--- config.mk ---
export PLATFORM = sky130hd
export DESIGN_NAME = alu_div8
export DESIGN_NICKNAME = d
export VERILOG_FILES = /design/src/rtl/alu_div8.sv
export SDC_FILE = /design/constraint.sdc
export NUM_CORES = 1
export LEC_CHECK = 0
export CORE_UTILIZATION = 40
export CTS_BUF_LIST = sky130_fd_sc_hd__clkbuf_8
export DETAILED_ROUTE_END_ITERATION = 10
export SYNTH_ARGS = -nofsm -noshare
export SYNTH_HDL_FRONTEND = slang
export SYNTH_SLANG_ARGS = --single-unit
export TNS_END_PERCENT = 50
--- constraint.sdc ---
create_clock -name clk -period 6.75 [get_ports clk]
set_input_delay 1.0125 -clock clk [delete_from_list [all_inputs] [get_ports clk]]
set_output_delay 1.0125 -clock clk [all_outputs]
set_load 0.01 [all_outputs]
--- src/rtl/alu_div8.sv ---
// alu_div8: iterative unsigned restoring divider.
// Produces one quotient bit per clock using a WIDTH+1-bit trial subtraction.
// A zero divisor skips the iterations and reports div_by_zero in the very next cycle.
module alu_div8 #(
    parameter int WIDTH = 8
) (
    input  logic             clk,
    input  logic             rst_n,
    input  logic             start,
    input  logic [WIDTH-1:0] dividend,
    input  logic [WIDTH-1:0] divisor,
    output logic             busy,
    output logic             done,
    output logic [WIDTH-1:0] quotient,
    output logic [WIDTH-1:0] remainder,
    output logic             div_by_zero
);

    localparam int CW = $clog2(WIDTH + 1);

    typedef enum logic [1:0] {
        S_IDLE,
        S_RUN,
        S_DONE
    } state_t;

    state_t           r_state;
    state_t           w_state_next;

    logic [CW-1:0]    r_cnt;       // quotient bits still to produce
    logic [WIDTH-1:0] r_dvd;       // dividend shifting out, quotient shifting in
    logic [WIDTH-1:0] r_dvs;       // latched divisor
    logic [WIDTH-1:0] r_rem;       // partial remainder (always < divisor)
    logic [WIDTH-1:0] r_quot;
    logic [WIDTH-1:0] r_remo;
    logic             r_dbz;

    logic             w_accept;
    logic             w_last;
    logic [WIDTH:0]   w_shift;
    logic [WIDTH:0]   w_sub;
    logic             w_q_bit;
    logic [WIDTH-1:0] w_rem_next;
    logic [WIDTH-1:0] w_dvd_next;

    // A new request is only taken while no division is in flight.
    assign w_accept = start && (r_state != S_RUN);
    assign w_last   = (r_cnt == CW'(1));

    // Trial subtraction.
    // The shifted partial remainder is below 2*divisor, so bit WIDTH of the
    // difference is set exactly when the subtraction borrows.
    assign w_shift    = {r_rem, r_dvd[WIDTH-1]};
    assign w_sub      = w_shift - {1'b0, r_dvs};
    assign w_q_bit    = ~w_sub[WIDTH];
    assign w_rem_next = w_q_bit ? w_sub[WIDTH-1:0] : w_shift[WIDTH-1:0];
    assign w_dvd_next = {r_dvd[WIDTH-2:0], w_q_bit};

    // State register.
    // NOTE: sequential state uses non-blocking (<=) so every flop samples pre-edge values.
    always_ff @(posedge clk or negedge rst_n) begin
        if (!rst_n) begin
            r_state <= S_IDLE;
        end else begin
            r_state <= w_state_next;
        end
    end

    // Next-state logic.
    // NOTE: default assignment first so no path leaves the signal unassigned (no latch).
    always_comb begin
        w_state_next = r_state;
        case (r_state)
            S_IDLE, S_DONE: begin
                if (w_accept) begin
                    w_state_next = (divisor == '0) ? S_DONE : S_RUN;
                end else begin
                    w_state_next = S_IDLE;
                end
            end
            S_RUN: begin
                if (w_last) begin
                    w_state_next = S_DONE;
                end
            end
            default: w_state_next = S_IDLE;
        endcase
    end

    // Status outputs decoded from the state.
    always_comb begin
        busy = (r_state == S_RUN);
        done = (r_state == S_DONE);
    end

    // Datapath: operand latch, iteration, and result registers.
    // NOTE: every register here is reset because results are visible outputs that must read zero after reset.
    always_ff @(posedge clk or negedge rst_n) begin
        if (!rst_n) begin
            r_cnt  <= '0;
            r_dvd  <= '0;
            r_dvs  <= '0;
            r_rem  <= '0;
            r_quot <= '0;
            r_remo <= '0;
            r_dbz  <= 1'b0;
        end else if (w_accept) begin
            if (divisor == '0) begin
                r_cnt  <= '0;
                r_quot <= '1;
                r_remo <= dividend;
                r_dbz  <= 1'b1;
            end else begin
                r_dvd <= dividend;
                r_dvs <= divisor;
                r_rem <= '0;
                r_cnt <= CW'(WIDTH);
            end
        end else if (r_state == S_RUN) begin
            r_dvd <= w_dvd_next;
            r_rem <= w_rem_next;
            r_cnt <= r_cnt - 1'b1;
            if (w_last) begin
                r_quot <= w_dvd_next;
                r_remo <= w_rem_next;
                r_dbz  <= 1'b0;
            end
        end
    end

    assign quotient    = r_quot;
    assign remainder   = r_remo;
    assign div_by_zero = r_dbz;

endmodule

Yosys cells after proc, flatten, opt, wreduce, memory -nomap -nowiden
Index checks and enable logic that the tools add are counted.

storage, ports and cells
  input bits = 19
  bits in registers = 47

cells by class
  add/subtract/negate cells = 2
  reduce and logical (&&, ||, !) cells = 9
  bitwise logic cells = 2
  equality and inequality tests = 7
  mux-type cells = 26

operators with widths
  operator             number
  $mux 8               15
  $mux 4               3
  $sub 9x8->9          1
  $logic_not 8->1      1
  $mux 2               3
  $ne 2x1->1 const B   3
  $eq 4x1->1 const B   1
  $mux 1               4
  $pmux 2 s2           1
  $reduce_and 2->1     2
  $reduce_bool 2->1    2
  $sub 4x1->4 const B  1
  $reduce_and 3->1     1
  $eq 2x1->1 const B   1
  $eq 2x2->1 const B   1
  $logic_not 2->1      1
  $ne 2x2->1 const B   1
  $not 1->1            2
  $reduce_or 2->1      1
  $logic_and 1x1->1    1

Logic depth before layout (Yosys ltp)
  word-level depth = 5
  gate-level depth with buffers = 9
  depth with buffers taken out = 9

Worst setup path after synthesis
No wires, ideal clock.

  path kind = reg2reg
  start = register r_dvd[7]
  end = register r_remo[0], in the netlist remainder[0]
  data arrival time = 2.462 ns
  library setup time = 0.082 ns
  path slack = 4.206 ns
  clock period less this slack = 2.544 ns
  stages on the path, launching flop included = 10
  cells stage by stage = dfrtp_1 > inv_1 > ha_1 > inv_1 > fa_1 > a211oi_2 > o211ai_2 > a311oi_4 > mux2_2 > o22ai_1

between the ends
  word-level cells in the longest chain between the ends = 5

ends and longest elaborated chain
  item                    RTL line  source
  from (decl)             31        logic [WIDTH-1:0] r_dvd;
  from (signal assigned)  114       r_dvd <= dividend;
  from (signal assigned)  120       r_dvd <= w_dvd_next;
  $sub 9x8->9             54        assign w_sub = w_shift - {1'b0, r_dvs};
  $mux 8 (*)              56        assign w_rem_next = w_q_bit ? w_sub[WIDTH-1:0] : w_shift[WIDTH-1:0];
  $mux 8 (*)              123       if (w_last) begin
  $mux 8 (*)              119       end else if (r_state == S_RUN) begin
  $mux 8 (*)              107       end else if (w_accept) begin
  to (signal assigned)    111       r_remo <= dividend;
  to (signal assigned)    125       r_remo <= w_rem_next;
  to (decl)               35        logic [WIDTH-1:0] r_remo;

Mark *: on every way between the ends. The rest lies on a longest branch, timed or not. The select of a mux whose other input is x is not followed.
A chain may end at the register's enable or synchronous reset.

Worst setup path after layout
  start = input port divisor[7]
  end = register r_dvd[7]

between the ends
  word-level cells in the longest chain between the ends = 3

ends and longest elaborated chain
  item                               RTL line  source
  from (decl)                        11        input logic [WIDTH-1:0] divisor,
  $logic_not 8->1                    108       if (divisor == '0) begin
  $ne 2x2->1 (no source line)        -
  $reduce_and 2->1 (no source line)  -

No other way between the ends.

==> metrics <==
clk_skew 0.00927 ns; Total Power Consumption 1.71 mW; CP Data Arrival Time 3.34 ns; Ys Warns 0; initial antenna violation count 0; area delta synth->final 20.6%; Tcrit/Tclk final 0.474; number of nets still failing antenna checks after routing 0; final setup vio count 0; Layout Cells excl Fill 388; Async S/R FF share, synth 1.00; final slew viol count 0; first-pass GRT wire length 10000 microns; Tightest Pin Transition 1.12 ns; Post-synth EDFFs 0; commonest non-fill, non-tap cell in the layout dfrtp_1; routability cong. 0.780; Routed WL 5860 microns; pwr dens 543 nW/um^2; WHS 0.483 ns; Post-DP HPWL 4310 microns; Critical path origin divisor[7]; Row Count 29; Max VDD drop 0.362 mV; syn_area_per_cell 9.45 sq um; Top Ports 38; FF-to-FF Start r_dvd[7]; FF+latch count, synth 47; setup repair bufs after CTS 0; CP Launch Type input pin; Initial DRT Pass Iterations 4; Placed Cells 380; GRT Util Overall 0.180; cts repair resizes 0; initial DRC count 111; count of hold buffers inserted by post-cts repair 0; Num CTS Buffers 5; Critical Path RT 6.89 ns; post-synth top area cell dfrtp_1; max-cap violation count 0; Skew-Pair Late Insertion Delay 0.30 ns; most frequent cells in the layout dfrtp_1, nand2_1, clkdlybuf4s50_1, o21ai_0, mux2i_1; Die W 82.9 microns; vias in the first global route 2082; crit-path max FO 18; Leakage 1.41 nW; Hold Path Origin r_dvs[2]; fill count 585; Primary FF master, synth dfrtp_1; Critical Path End Type flop; Slew headroom 0.255; grt total ovfl 0; Setup TNS Final 0 ns; Die H 82.9 microns; Hold Path Class flop to flop; initial core utilization 0.412; RSZ-0062 raised after global routing no; core area 6350 sq um; Seq/Total Area, Yosys 0.449; FF/Latch Area 1180 sq um; Clock Sinks 47; layout cells sized above 1 0.0740; clk slew on worst S/H paths 0.09 ns; PortBufs 37; Post-Syn Area 2620 sq um; largest net degree at the start of global routing 48; post-synth top area share 0.449; deepest clock path buffer count 2; die area 6870 sq um; vias per cell 5.31; distinct cell type count after synthesis 47; DR vias 2061; CTS Root Cell clkbuf_8; nets 340; drc violations 0; CP Class input pin to flop; status completed; Area contributors post-synth dfrtp_1, mux2i_1, nand2_1; post-synthesis instance total 277; Final min period 3.20 ns; syn nets 307; Routed WL per cell 15.1 microns; Multi-input gate area 1310 sq um; fmax 312 MHz; # diodes 0; Final Hold Viols 0; H-tree depth 2; CTS tree done
registers in the layout (all words and copies together) (netlist names):
register	flops
quotient	8
r_dvd	8
r_dvs	8
r_rem	8
remainder	8
r_cnt	4
r_state	2
div_by_zero	1
report_power, final:
| group | total (mW) | internal, mW | switching (mW) |
|---|---|---|---|
| Sequential | 0.500 | 0.413 | 0.0871 |
| Clock | 0.253 | 0.150 | 0.103 |
| Combinational | 0.960 | 0.422 | 0.537 |
kinds of logic (layout without fill, tap and decap cells):
logic type               count (synthesis)  after routing  synth area share
XOR/XNOR                                 4              4            0.0134
AO/OA/AOI/OAI                           60             60             0.155
buffers and inverters                   28             62            0.0502
AND/OR/NAND/NOR                        103            103             0.184
multiplexers                            24             24            0.0932
adder cells (fa/ha/maj)                 11             11            0.0554
flip-flops                              47             47             0.449
synthesized netlist by cell type, types with 2 or more instances:
| master | n |
|---|---|
| buf_2 | 2 |
| o22ai_1 | 6 |
| mux2i_1 | 21 |
| mux2_2 | 3 |
| a21oi_1 | 6 |
| o211ai_1 | 2 |
| inv_1 | 16 |
| clkbuf_1 | 7 |
| nor2_1 | 17 |
| o21ai_0 | 28 |
| xor2_1 | 3 |
| nor3b_1 | 2 |
| a22o_1 | 2 |
| nand3_1 | 7 |
| clkbuf_8 | 2 |
| a211oi_1 | 3 |
| a2111oi_0 | 2 |
| ha_1 | 10 |
| nor3_1 | 17 |
| dfrtp_1 | 47 |
| nand2b_1 | 4 |
| nor4_1 | 2 |
| nand2_1 | 44 |
worst paths after layout:
check,end,slack [ns],cells after the start
max,r_dvd[7],3.55,5
min,r_dvs[2],0.48,2
max reg2reg,remainder[0],3.86,9
min reg2reg,r_dvs[2],0.48,2
max in group asynchronous,r_dvs[1],5.54,2
min in group asynchronous,quotient[5],0.79,2
critical path: stages:
cell and delay [ns]:
clkdlybuf4s50_1 0.42, nor4_1 0.52, nand2_1 0.24, a21oi_1 0.93
o21ai_0 0.21
metal layers:
metal  share of wire  GRT usage  wire length (microns)
met1            0.51      0.257                   2960
met2            0.46      0.284                   2690
met3           0.027     0.0358                    159
met4          0.0084     0.0376                     49
met5               0          0                      0
stage by stage:
step | cell area [sq um] | setup WS [ns] | utilization
after global placement | 3020 | 3.24 | 0.475
after floorplan | 2620 | 4.21 | -
final | 3160 | 3.55 | 0.497
after global routing | 3160 | 3.36 | 0.497
after detailed placement | 3020 | 3.19 | 0.475
after CTS | 3160 | 3.51 | 0.497
cell type report:
cell class                      count  area share
Clock buffer                        5      0.0218
Clock inverter                      3      0.0226
Inverter                           16      0.0190
Multi-Input combinational cell    202       0.415
Sequential cell                    47       0.373
Tap cell                           77      0.0305
Timing Repair Buffer               38       0.118
No activity file was read; power rests on OpenSTA's default activity.
